[config.mk]
export PLATFORM = sky130hd
export DESIGN_NAME = eo_scheduler
export DESIGN_NICKNAME = d
export VERILOG_FILES = /design/src/rtl/eo_scheduler.sv
export SDC_FILE = /design/constraint.sdc
export NUM_CORES = 1
export LEC_CHECK = 0
export CORE_ASPECT_RATIO = 1.1
export CORE_UTILIZATION = 45
export DETAILED_ROUTE_END_ITERATION = 12
export DONT_BUFFER_PORTS = 1
export PLACE_DENSITY = 0.58
export SLEW_MARGIN = 40
export SYNTH_ARGS = -nofsm -noshare
export SYNTH_HDL_FRONTEND = slang
export SYNTH_SLANG_ARGS = --single-unit
[constraint.sdc]
create_clock -name clk -period 1.7 [get_ports clk]
set_clock_uncertainty 0.05 [all_clocks]
set_input_delay 0.34 -clock clk [delete_from_list [all_inputs] [get_ports clk]]
set_output_delay 0.34 -clock clk [all_outputs]
set_load 0.05 [all_outputs]
[src/rtl/eo_scheduler.sv]
// Two-requester round-robin scheduler that classifies each granted operand as even/odd.
// Optional delivered-result statistics are built only when EO_SCHEDULER_STATS_EN is defined.
module eo_scheduler #(
  parameter int WIDTH = 8,
  parameter int CNT_W = 16
) (
  input  logic             clk,
  input  logic             rst_n,
  input  logic             a_valid,
  input  logic [WIDTH-1:0] a_num,
  output logic             a_ready,
  input  logic             b_valid,
  input  logic [WIDTH-1:0] b_num,
  output logic             b_ready,
  output logic             rsp_valid,
  input  logic             rsp_ready,
  output logic             rsp_id,
  output logic [WIDTH-1:0] rsp_num,
  output logic             rsp_even,
  output logic [CNT_W-1:0] even_cnt,
  output logic [CNT_W-1:0] odd_cnt
);

  typedef enum logic [1:0] {IDLE, CALC, RESP} state_t;

  state_t           r_state;
  state_t           w_state_nxt;
  logic             r_ptr;
  logic             r_id;
  logic [WIDTH-1:0] r_num;
  logic             r_even;
  logic             w_grant_a;
  logic             w_grant_b;
  logic             w_rsp_hs;

  // Readies are gated by rst_n so they read 0 for the whole reset assertion.
  always_comb begin
    w_state_nxt = r_state;
    w_grant_a   = 1'b0;
    w_grant_b   = 1'b0;
    case (r_state)
      IDLE: begin
        if (rst_n && a_valid && (!b_valid || !r_ptr)) begin
          w_grant_a   = 1'b1;
          w_state_nxt = CALC;
        end else if (rst_n && b_valid) begin
          w_grant_b   = 1'b1;
          w_state_nxt = CALC;
        end
      end
      CALC:    w_state_nxt = RESP;
      RESP:    if (rsp_ready) w_state_nxt = IDLE;
      default: w_state_nxt = IDLE;
    endcase
  end

  assign a_ready   = w_grant_a;
  assign b_ready   = w_grant_b;
  assign rsp_valid = (r_state == RESP);
  assign w_rsp_hs  = rsp_valid && rsp_ready;
  assign rsp_id    = r_id;
  assign rsp_num   = r_num;
  assign rsp_even  = r_even;

  always_ff @(posedge clk or negedge rst_n) begin
    if (!rst_n) begin
      r_state <= IDLE;
      r_ptr   <= 1'b0;
      r_id    <= 1'b0;
      r_num   <= '0;
      r_even  <= 1'b0;
    end else begin
      r_state <= w_state_nxt;
      if (w_grant_a) begin
        r_num <= a_num;
        r_id  <= 1'b0;
        r_ptr <= 1'b1;
      end else if (w_grant_b) begin
        r_num <= b_num;
        r_id  <= 1'b1;
        r_ptr <= 1'b0;
      end
      if (r_state == CALC) r_even <= ~r_num[0];
    end
  end

`ifdef EO_SCHEDULER_STATS_EN
  logic [CNT_W-1:0] r_even_cnt;
  logic [CNT_W-1:0] r_odd_cnt;

  function automatic logic [CNT_W-1:0] sat_inc(input logic [CNT_W-1:0] v);
    return (&v) ? v : v + CNT_W'(1);
  endfunction

  always_ff @(posedge clk or negedge rst_n) begin
    if (!rst_n) begin
      r_even_cnt <= '0;
      r_odd_cnt  <= '0;
    end else if (w_rsp_hs) begin
      if (r_even) r_even_cnt <= sat_inc(r_even_cnt);
      else        r_odd_cnt  <= sat_inc(r_odd_cnt);
    end
  end

  assign even_cnt = r_even_cnt;
  assign odd_cnt  = r_odd_cnt;
`else
  logic w_unused_hs;
  assign w_unused_hs = w_rsp_hs;
  assign even_cnt    = '0;
  assign odd_cnt     = '0;
`endif

endmodule

Word-level counts from Yosys, hierarchy flattened

Index checks and enable logic that the tools add are counted.

Word-level logic and storage cells: 34
Register bits after elaboration: 13
Input bits: 21
Output and inout bits: 45

Muxes and demuxes: 15
Eq/ne operators: 4
Reductions and logical operators: 9
Bitwise logic cells: 1

Operator list:

| cell                                                                    | count |
|---|---|
| 8-bit 2-to-1 mux                                                        | 2 |
| 1-bit 2-to-1 mux                                                        | 9 |
| 2-bit 2-to-1 mux                                                        | 3 |
| 2-bit case mux with 3 select lines                                      | 1 |
| 1-bit logical AND                                                       | 3 |
| 3-bit inequality test, second input constant                            | 1 |
| 2-bit by 1-bit == test with 1-bit output, second input constant         | 1 |
| 2-bit == test, second input constant                                    | 1 |
| 1-bit zero test                                                         | 2 |
| 2-bit zero test                                                         | 1 |
| 2-bit by 1-bit inequality test with 1-bit output, second input constant | 1 |
| 2-bit AND reduction                                                     | 1 |
| 2-bit nonzero test                                                      | 1 |
| 1-bit logical OR                                                        | 1 |
| 1-bit NOT                                                               | 1 |

Longest topological paths before layout

Gate-level depths: netlist of the first run.

Word-level depth: 7
Depth in mapped cells: 5

Least setup slack after synthesis of the first run

Ideal clock, no wire load.

Path type: reg-to-output
Start: register r_state[0]
End: output port b_ready
Stages on the path, launching flop included: 5
Path slack: -0.286 ns
Data required time: 1.310 ns
Data arrival time: 1.596 ns
Cell sequence: dfrtp_1 nor3b_2 buf_6 nand2_1 a21oi_1

Cells in the longest elaborated chain, start to end: 2

RTL lines:

| item                   | RTL line | source |
|---|---|---|
| start, declared        | 26       | `state_t r_state;` |
| start signal, assigned | 73       | `r_state <= w_state_nxt;` |
| 2-bit zero test        | 41       | `case (r_state)` |
| 1-bit 2-to-1 mux       | 41       |  |
| end, declared          | 14       | `output logic b_ready,` |

No other way between the ends.

Worst setup path in the final report of the first run

Start: register r_state[1]
End: output port a_ready

Cells in the longest elaborated chain, start to end: 2

RTL lines:

| item             | RTL line | source |
|---|---|---|
| 2-bit zero test  | 41       |  |
| 1-bit 2-to-1 mux | 41       |  |
| end, declared    | 11       | `output logic a_ready,` |

No other way between the ends.

==> results of run 1 <==
-- cell families (layout without fill, tap and decap cells) --
kind of cell	count (synthesis)	count (layout)	share of synthesized area, %
AND/OR/NAND/NOR	17	17	11.7
AO/OA/AOI/OAI	32	32	22.1
other	1	32	0.403
flip-flops	13	13	35.0
buffers and inverters	39	13	30.8
-- worst paths after layout --
path	from	end	slack (ns)	cells past startpoint
max	r_state[1]	a_ready	-0.06	2
min	rsp_ready	r_state[1]	0.15	1
max reg2reg	r_state[0]	rsp_num[5]	0.20	4
min reg2reg	r_ptr	r_ptr	0.55	1
max in group asynchronous	rst_n	rsp_num[4]	0.76	1
min in group asynchronous	rst_n	rsp_even	0.46	1
-- synth_stat cells, drive strengths merged --
library cell / number / area share (%)
dfrtp: 13 / 35
inv: 3 / 1.2
conb: 1 / 0.40
a21bo: 1 / 1.1
buf: 36 / 30
a21boi: 1 / 2.0
nor3b: 1 / 1.3
nor2: 3 / 3.0
nor3: 8 / 4.3
a21oi: 10 / 5.4
or3b: 1 / 0.94
o21ai: 11 / 6.3
nand2b: 2 / 1.3
a21o: 1 / 0.81
nand2: 2 / 0.81
o31ai: 8 / 6.5
-- registers in the layout, indices dropped and copies added, names as in the netlist --
signal    cells
rsp_id        1
r_ptr         1
r_state       2
rsp_num       8
rsp_even      1
-- report_power, final --
| part | leakage [nW] | total (W) | switching, W | internal, W |
|---|---|---|---|---|
| Sequential | 0.161 | 0.000909 | 0.000481 | 0.000428 |
| Combinational | 0.271 | 0.000519 | 0.000375 | 0.000145 |
| Clock | 0.0150 | 0.000187 | 0.0000962 | 0.0000907 |
-- cell type report --
class / instances / area (um2)
fillers: 201 / 965
multi-input cells: 81 / 440
flip-flops and latches: 13 / 325
repair buffers: 6 / 60.1
well taps: 27 / 33.8
clock buffers: 4 / 26.3
inverters: 3 / 11.3
-- per-stage QoR --
step	instance area (um2)	utilization, %	total power [W]	instances	worst slack (ns)
after floorplan	1050	-	0.00139	133	0.0176
after global placement	858	46.1	0.00140	129	0.186
after detailed placement	858	46.1	0.00142	129	0.173
after CTS	897	48.2	0.00162	134	-0.0429
after global routing	897	48.2	0.00170	134	-0.0995
final	897	48.2	0.00162	134	-0.0622
-- layer usage --
metal / up-vias / routed length [um] / global-route usage (%)
met3: 0 / 191 / 7.33
li1: 297 / - / -
met4: 0 / 0 / 3.03
met2: 39 / 983 / 29.5
met5: - / 0 / 0
met1: 311 / 786 / 20.6
-- repair_timing --
| item | 4_1_cts | 5_1_grt |
|---|---|---|
| pin swaps | 3 | 1 |
| cloned | 0 | 0 |
| hold buffers | 1 | 0 |
| setup buffers | 0 | 0 |
| hold endpoints to repair | 13 | 0 |
| resized for setup | 1 | 0 |
| endpoints found under the setup margin | 1 | 2 |
==> out/qor.csv, run 1 <==
metric,value,unit
status,"complete, but fails checks",
failing checks,negative setup slack,
first-pass GRT wire length,2.86,mm
largest net degree at the start of global routing,14,
worst hold-check path type,primary input to flip-flop,
drt pass-1 iters,4,
RSZ-0062 raised after global routing,yes,
die height,49.7,um
cells after synthesis,102,
Final Cycle Share,104,%
pwr dens,1800,nW/um2
initial antenna violation count,0,
Worst IR Drop VDD,0.807,mV
register area share after synthesis,35.0,%
"commonest non-fill, non-tap cell in the layout",conb_1,
row count,16,
vias in the first global route,599,
fin. max-slew vios,0,
CP Cell Sequence,or3b_4 > nor2_8,
kind of critical path,flip-flop to primary output,
hold_ws,0.154,ns
via count,647,
maxcap violations,0,
Core Region,1860,um2
Final setup violation count,2,
Synth cell types,21,
io pins,66,
gpl congestion,0.733,
"FF+latch count, synth",13,
Total Wirelength,1.96,mm
gr ovfl total,0,
most frequent cells in the layout,"32 x conb_1, 13 x dfrtp_1, 9 x a21oi_1",
Startpoint Class,flip-flop,
Avg Inst Size Synth,9.11,um2
leak pwr,0.446,nW
Final min period,1.76,ns
Num CTS Buffers,3,
Worst-Skew Late Latency,0.27,ns
gr usage total,17.6,%
FMAX,0.567,GHz
Die Wd,45.3,um
kind of cell adding the most delay to the critical path,simple AND/OR/NAND/NOR gates,
Max H-tree Level,1,
slowest cell on the critical path,or3b_4,
yosys warns,0,
CP peak stage delay,0.45,ns
final setup TNS,-0.0625,ns
CP endpoint kind,primary output,
"Data arrival, critical path",1.37,ns
worst-margin pin slew,0.614,ns
Critical Path RT,1.31,ns
Fin. Hold Viols,0,
synth-to-layout area growth,-3.50,%
clock transition at the registers of the reported paths,0.08,ns
"Worst Setup Slack, final",-0.0622,ns
DR vias/cell,4.83,
layout cells sized above 1,13.1,%
Starting Density,49.9,%
Routed Antenna Nets,0,
mapped cell area,930,um2
DPL Wire Length,1.42,mm
CTS root buf,clkbuf_4,
post-DR wirelength/cell,14.6,um
Detailed Route Iter0 Violations,17,
Rel. slew slack,58.9,%
Worst Path Max Fanout,4,
CP bufs+invs,0,
final antenna diode count,0,
drt drc,0,
Max clock buf depth,2,
number of buffer cells added on primary ports,0,
TritonCTS clock tree,built,
Sink Count,13,
Nets,129,
die area,2250,um2
(Power assumes the default switching activity.)
==> inputs of run 2 (changes only) <==
- SKIP_LAST_GASP: unset -> 1
- TNS_END_PERCENT: unset -> 100
==> results of run 2 <==
Same layout as run 1: the final DEF is identical, and so are final timing and power.
==> inputs of run 3 (changes only) <==
- REMOVE_ABC_BUFFERS: unset -> 1
==> out/qor.csv, run 3 (same netlist as run 1, synthesis figures left out) <==
metric,value,unit
worst hold-check path type,primary input to flip-flop,
fin. max-slew vios,0,
R2R cell count,4,
Max H-tree Level,1,
Final Cycle Share,103,%
Post-Place Cell Area,842,um2
Min-Delay Path Depth,1,
"Data arrival, critical path",1.36,ns
via count,661,
Rel. slew slack,60.2,%
Crit Reg-Reg Startpoint,r_state[1],
row count,16,
post-DR wirelength/cell,14.3,um
Final Total Pwr,0.00162,W
die area,2250,um2
max reg flops,8,
leak pwr,0.439,nW
Starting Density,49.9,%
CTS root buf,clkbuf_4,
maxcap violations,0,
Core Region,1860,um2
number of buffer cells added on primary ports,0,
min-delay src,rsp_ready,
clock transition at the registers of the reported paths,0.08,ns
Detailed Route Iter0 Violations,15,
pwr dens,1800,nW/um2
DR vias/cell,4.90,
Num CTS Buffers,3,
Max clock buf depth,2,
Critical Path RT,1.31,ns
Gate power share,32.2,%
gr usage total,18.2,%
Worst Path Max Fanout,4,
Net Switching,0.000954,W
drt drc,0,
Worst-Skew Late Latency,0.28,ns
Fin. Hold Viols,0,
vias in the first global route,596,
Final setup violation count,2,
kind of critical path,flip-flop to primary output,
Switching Share,59.0,%
layout cells sized above 1,15.7,%
Worst IR Drop VDD,1.07,mV
Die Wd,45.3,um
Pint,0.000663,W
gr ovfl total,0,
design area,900,um2
drt pass-1 iters,4,
Startpoint Class,flip-flop,
final core utilization,48.3,%
most frequent cells in the layout,"32 x conb_1, 13 x dfrtp_1, 9 x a21oi_1",
Crit Reg-Reg Endpoint,rsp_num[6],
largest net degree at the start of global routing,14,
synth-to-layout area growth,-3.23,%
failing checks,negative setup slack,
Sink Count,13,
final antenna diode count,0,
"commonest non-fill, non-tap cell in the layout",conb_1,
initial antenna violation count,0,
Total Wirelength,1.93,mm
Final min period,1.75,ns
DPL Wire Length,1.40,mm
status,"complete, but fails checks",
RSZ-0062 raised after global routing,yes,
TritonCTS clock tree,built,
Nets,130,
die height,49.7,um
R2R setup slack,0.23,ns
io pins,66,
"Worst Setup Slack, final",-0.0519,ns
Clock Power Share,12.1,%
Seq pwr share,55.7,%
worst-margin pin slew,0.595,ns
Routed Antenna Nets,0,
gpl congestion,0.739,
first-pass GRT wire length,2.87,mm
CP endpoint kind,primary output,
Worst Hold Path EP,r_state[1],
FMAX,0.571,GHz
==> run 3: cell count changes in the layout (fill, tap and decap cells not counted), sizes merged <==
cell      before  now
buf            5    6
inv            3    2
clkinvlp       0    1
==> run 3: timing repair <==
action,in CTS,in global routing
setup endpoints to repair,2,3
setup buffers,1,0
hold buffers,1,0
resized for setup,2,3
pin swaps,2,1
hold endpoints to repair,13,0
==> run 3: worst max-delay path, stage by stage (launching register included) <==
cell	delay, ns
dfrtp_1	0.42
nor3b_2	0.24
nand2_1	0.11
a21oi_2	0.14
buf_6	0.17
==> run 3: metal layers <==
| metal | global-route usage [%] | up-vias | share of wire [%] |
|---|---|---|---|
| met5 | 0 | - | 0 |
| met4 | 3.54 | 0 | 0 |
| met3 | 12.8 | 0 | 13 |
| met2 | 24.9 | 44 | 47 |
| met1 | 23.3 | 318 | 40 |
| li1 | - | 299 | - |
==> run 3: worst max-delay path by stage <==
| stage | start | to | slack [ns] | cells after the start |
|---|---|---|---|---|
| final | r_state[1] | b_ready | -0.05 | 4 |
| after global routing | r_state[1] | b_ready | -0.13 | 4 |
| after detailed placement | r_state[0] | a_ready | 0.17 | 2 |
| after CTS | r_state[1] | a_ready | -0.05 | 2 |
| after global placement | r_state[0] | a_ready | 0.18 | 2 |
| after floorplan | r_state[0] | b_ready | -0.41 | 3 |
==> run 3: area by class of cell <==
type                            instances  area, um2
Clock buffer                            4       26.3
Tap cell                               27       33.8
Timing Repair Buffer                    7       58.8
Sequential cell                        13        325
Inverter                                3       15.0
Fill cell                             203        962
Multi-Input combinational cell         81        440
==> run 3: stage by stage <==
stage / worst slack (ns) / hold WS, ns / std cells / setup TNS [ns]
global placement: 0.182 / -0.00527 / 129 / 0
CTS: -0.0504 / 0.151 / 135 / -0.100
floorplan: -0.408 / -0.00559 / 97 / -0.408
detailed placement: 0.172 / -0.00526 / 129 / 0
global route: -0.127 / 0.137 / 135 / -0.218
finish: -0.0519 / 0.152 / 135 / -0.102
==> run 3: power by group through the flow <==
| stage | Clock, W | Sequential, W | Combinational, W |
|---|---|---|---|
| 2_1_floorplan | 0 | 0.000887 | 0.000412 |
| 5_1_grt | 0.000221 | 0.000918 | 0.000560 |
| 6_report | 0.000196 | 0.000900 | 0.000521 |
| 4_1_cts | 0.000197 | 0.000904 | 0.000511 |
| 3_3_place_gp | 0 | 0.000908 | 0.000484 |
| 3_5_place_dp | 0 | 0.000909 | 0.000491 |
